$ cat config.mk
export PLATFORM = sky130hd
export DESIGN_NAME = seven_seg_decoder
export DESIGN_NICKNAME = d
export VERILOG_FILES = /design/src/rtl/seven_seg_decoder.sv
export SDC_FILE = /design/constraint.sdc
export NUM_CORES = 1
export LEC_CHECK = 0
export ABC_AREA = 1
export BUFFER_PORTS_ARGS = -buffer_cell sky130_fd_sc_hd__buf_2
export CORE_AREA = 2 2 39 41
export CTS_BUF_LIST = sky130_fd_sc_hd__clkbuf_2
export DETAILED_ROUTE_END_ITERATION = 10
export DIE_AREA = 0 0 41 43
export GPL_TIMING_DRIVEN = 0
export SETUP_SLACK_MARGIN = 0.02
export SLEW_MARGIN = 20
export SYNTH_ARGS = -nofsm -noshare
export SYNTH_HDL_FRONTEND = slang
export SYNTH_SLANG_ARGS = --single-unit
$ cat constraint.sdc
create_clock -name I_CLK -period 1 [get_ports I_CLK]
set_input_delay 0 -clock I_CLK [delete_from_list [all_inputs] [get_ports I_CLK]]
set_output_delay 0 -clock I_CLK [all_outputs]
set_load 0.05 [all_outputs]
$ cat src/rtl/seven_seg_decoder.sv
// Registered hex-to-7-segment decoder for one display digit.
//
// Ports:
//   I_CLK        system clock, all state changes on the rising edge
//   I_RST        synchronous reset, active-high; forces the digit dark
//   IN           hex nibble to display (0x0..0xF)
//   I_BLANK      1 = all segments dark
//   I_LAMP_TEST  1 = all segments lit (wins over I_BLANK)
//   OUT          registered segment drive, OUT[0]=a .. OUT[6]=g
//
// ACTIVE_LOW selects the board polarity: 1 = a segment is lit when its bit is 0.
// OUT is driven straight from a flop, so there is no combinational input-to-output path.

module seven_seg_decoder #(
  parameter bit ACTIVE_LOW = 1'b1
) (
  input  logic       I_CLK,
  input  logic       I_RST,
  input  logic [3:0] IN,
  input  logic       I_BLANK,
  input  logic       I_LAMP_TEST,
  output logic [6:0] OUT
);

  localparam logic [6:0] AllDark = ACTIVE_LOW ? 7'h7F : 7'h00;
  localparam logic [6:0] AllLit  = ~AllDark;

  logic [6:0] glyph_n;  // active-low glyph, bits g..a
  logic [6:0] out_d;
  logic [6:0] out_q;

  // Glyph lookup; lowercase b and d keep them distinct from 8 and 0.
  always_comb begin
    glyph_n = 7'h7F;
    case (IN)
      4'h0:    glyph_n = 7'h40;
      4'h1:    glyph_n = 7'h79;
      4'h2:    glyph_n = 7'h24;
      4'h3:    glyph_n = 7'h30;
      4'h4:    glyph_n = 7'h19;
      4'h5:    glyph_n = 7'h12;
      4'h6:    glyph_n = 7'h02;
      4'h7:    glyph_n = 7'h78;
      4'h8:    glyph_n = 7'h00;
      4'h9:    glyph_n = 7'h10;
      4'hA:    glyph_n = 7'h08;
      4'hB:    glyph_n = 7'h03;
      4'hC:    glyph_n = 7'h46;
      4'hD:    glyph_n = 7'h21;
      4'hE:    glyph_n = 7'h06;
      4'hF:    glyph_n = 7'h0E;
      default: glyph_n = 7'h7F;
    endcase
  end

  // Override priority: lamp test over blank over normal decode.
  always_comb begin
    out_d = ACTIVE_LOW ? glyph_n : ~glyph_n;
    if (I_BLANK) begin
      out_d = AllDark;
    end
    if (I_LAMP_TEST) begin
      out_d = AllLit;
    end
  end

  always_ff @(posedge I_CLK) begin
    if (I_RST) begin
      out_q <= AllDark;
    end else begin
      out_q <= out_d;
    end
  end

  assign OUT = out_q;

endmodule

==> results by stage <==
Run status:
- The flow ran to the end, and the final reports show no timing, DRC or antenna violations.

Layout:
- Compared with the post-synthesis result, the final layout area differs by 21.36%.
- At the end of the flow, the number of nets in the layout was 110.
- The flip-flop count of the largest register, all copies and words added is 7.
- Of the cells placed in the final design, the portion with a size suffix greater than 1 is between 20% and 30%.
- The antenna diode count is 0.
- Counting the fill cells in the layout gives between 150 and 200.
- The top cell types in the final layout, fill and taps aside, are 33 x sky130_fd_sc_hd__nand2_1, 14 x sky130_fd_sc_hd__buf_2, 12 x sky130_fd_sc_hd__nand3_1, 8 x sky130_fd_sc_hd__inv_1.
- The leading cell type in the layout, fill and taps excluded is sky130_fd_sc_hd__nand2_1.

Drt:
- The routed wire length is about 900 µm.
- The detailed router placed 464 vias in this run.
- The met1 routed wirelength after detailed routing is 409 µm.
- The detail route stage leaves a number of antenna-violating nets equal to 0.
- Using the TritonRoute via totals, the vias-per-cell ratio works out to 4.218.
- The uppermost signal routing layer after detailed routing is met4.
- After detailed routing, the average wire length per cell comes to 8.273 µm.
- The met2 routed wirelength is 442 µm.
- In this run, the number of DRC markers left after iteration 0 of detailed routing was 3.
- The amount of wire on met3 after detailed routing is 46 µm.
- The remaining design rule violation count is 0.
- The number of detailed-route iterations in the first pass is 2.

Hold path:
- In this run the most critical hold path is launched from I_RST.
- For hold timing, the worst endpoint is OUT[6].
- The path category of the worst min-delay check is in2reg.
- The cell depth of the worst min-delay path is 3.

Setup path:
- The buffer and inverter count on the worst path is 1.
- The endpoint kind of the worst setup timing path is an output pin.
- The critical path data required time is 1.00 ns.
- Walking the worst path, the cells encountered are buf_2.
- The top fanout value on the critical path is 1.
- Data on the critical path arrives at its endpoint at around 0.8 ns.
- The critical path's largest stage delay is 0.31 ns.
- The largest individual stage delay along the critical path comes from the cell sky130_fd_sc_hd__dfxtp_1.
- The kind of cell with the highest combined delay on the critical path is flip-flops.
- The worst setup path is launched from a flip-flop.
- The critical path is of the reg2out type.

Placement:
- The congestion estimate from routability-driven global placement came to just under 0.8.
- The number of buffers inserted by port buffering is 14.
- Detailed placement finished with a half-perimeter wire length of 764.9 µm.

Floorplanning:
- The standard-cell row count is 14.
- The floorplan core area is ~0.0014 mm².
- The I/O pin total is 15.
- The floorplan step defined a die boundary enclosing ~0.0018 mm².
- The height of the die is 43 µm.
- For this configuration, the core starts out at a cell density of between 30 and 40%.
- The floorplan step set the die width to 41 µm.

Yosys:
- After synthesis, the largest family of logic cells by area is simple AND/OR/NAND/NOR gates.
- The synthesized netlist net count is 91.
- The gate count of the mapped netlist is 76.
- Counting distinct cell types in the post-synthesis netlist gives 13.
- The mux share of post-synthesis cell area is 0%.
- The synthesized flop and latch total is 7.
- After synthesis, the mean cell area works out to 6.783 µm².
- The share of the synthesized netlist area taken by xor and xnor gates is 0%.
- Summing every instance area after synthesis gives 515.5 µm².
- Of the synthesized area, sequential elements account for 27.18%.
- The compound-cell area share of the yosys netlist is under 10%.
- The count of yosys warnings during synthesis is 0.
- The basic-gate share of the synthesized area counting and, or, nand and nor cells is 36.89%.
- The adder-cell share of the synthesized area is approximately 17%.

Clock network:
- TritonCTS built the clock tree.
- The number of instances resized during post-cts repair is 0.
- Clock-pin slew was measured on the worst setup and hold paths at 0.07 ns.
- The deepest clock path buffer count is 2.
- The number of sinks on the clock net is 7.
- The library cell used as clock root buffer is sky130_fd_sc_hd__clkbuf_2.
- Buffers inserted during clock tree synthesis total 3.
- The number of hold buffers added after CTS is 0.
- In this run the post-CTS setup repair buffer count came out at 0.
- The CTS H-tree depth is 1.

Timing:
- The final max-slew violation count is 0.
- The portion of the clock cycle consumed by the worst path in the final layout is 78.08%.
- The minimum period implied by the final worst setup slack is slightly below 0.8 ns.
- For the pin with the worst max-slew slack, the measured transition is 0.2483 ns.
- The number of hold-slack violations in the final timing report came to 0.
- Setup repair after global routing left no endpoint under its margin.
- The worst slew slack as a fraction of its limit is 83.56%.
- Setup violations remaining at the end of the flow were counted as 0.
- The summed negative setup slack over all endpoints is 0 ns.
- The fmax is 1281 MHz.

Power and ir drop:
- The power per cell area is around 1200 mW/mm².
- The leakage dissipation is 0.3634 nW.
- IR analysis of the VDD net gives a maximum drop of 0.0002713 V.
- The sum of internal, switching and leakage power is 0.0007488 W.

Global route:
- The initial antenna violation count is 0.
- Global routing used 13.79% of the available tracks across all layers.
- The first-pass GRT wire length is about 1.7 mm.
- The total overflow reported by the global router is 0.
- Entering global routing, the biggest net connects 11 pins.
- The number of global-route vias before repair is 420.

Run:
- Max-cap violations in this run came to 0.
## worst max path at each step
stage	startpoint	endpoint	slack [ns]	cells past startpoint
2_1_floorplan	IN[0]	OUT[3]	0.27	7
3_3_place_gp	IN[0]	OUT[3]	0.04	8
3_5_place_dp	IN[0]	OUT[3]	0.009	8
4_1_cts	OUT[5]	OUT[5]	0.20	1
5_1_grt	OUT[5]	OUT[5]	0.13	1
6_report	OUT[5]	OUT[5]	0.22	1
## per-layer routing
layer	GRT usage (%)	vias up
li1	-	272
met1	16.77	178
met2	20.00	12
met3	1.571	2
met4	12.00	0
met5	0	-
## logic make-up (layout without fill, tap and decap cells)
logic type,after synthesis,after routing
compound gates,4,4
buf+inv,12,30
flops,7,7
fa+ha+maj,7,7
simple gates,46,46
## per-stage QoR
stage / instance area, µm² / hold WS (ns) / instances / util [%] / setup WS [ns]
2_1_floorplan: 515.5 / 0.1538 / 76 / - / 0.2655
3_3_place_gp: 605.6 / 0.2802 / 106 / 43.76 / 0.03908
3_5_place_dp: 605.6 / 0.2779 / 106 / 43.76 / 0.009400
4_1_cts: 625.6 / 0.03484 / 110 / 45.21 / 0.2006
5_1_grt: 625.6 / 0.04277 / 110 / 45.21 / 0.1285
6_report: 625.6 / 0.04134 / 110 / 45.21 / 0.2192
## synthesized netlist by cell type
| cell type | n | area [µm²] |
|---|---|---|
| sky130_fd_sc_hd__dfxtp_1 | 7 | 140.1 |
| sky130_fd_sc_hd__o21ai_2 | 1 | 8.760 |
| sky130_fd_sc_hd__nand2_1 | 33 | 123.9 |
| sky130_fd_sc_hd__inv_1 | 8 | 30.03 |
| sky130_fd_sc_hd__inv_2 | 1 | 3.750 |
| sky130_fd_sc_hd__inv_6 | 1 | 8.760 |
| sky130_fd_sc_hd__o21ai_0 | 2 | 10.01 |
| sky130_fd_sc_hd__nand3_1 | 12 | 60.06 |
| sky130_fd_sc_hd__o211ai_1 | 1 | 7.510 |
| sky130_fd_sc_hd__ha_1 | 7 | 87.58 |
| sky130_fd_sc_hd__bufinv_8 | 1 | 17.52 |
| sky130_fd_sc_hd__nand2_2 | 1 | 6.260 |
| sky130_fd_sc_hd__buf_6 | 1 | 11.26 |
## layout make-up
cell class | instances | area, µm² | share of cell area, %
sequential | 7 | 140.1 | 22.40
buffer | 1 | 11.26 | 1.800
timing repair buffer | 14 | 70.07 | 11.20
clock buffer | 4 | 20.02 | 3.200
multi-input combinational | 57 | 304.0 | 48.60
inverter | 11 | 60.06 | 9.600
tap | 16 | 20.02 | 3.200
## power by group
group | switching (W) | internal, W
Sequential | 0.00000367 | 0.000299
Clock | 0.0000971 | 0.000106
Combinational | 0.000167 | 0.0000755
Total | 0.000268 | 0.000481
No activity file was read; power rests on OpenSTA's default activity.
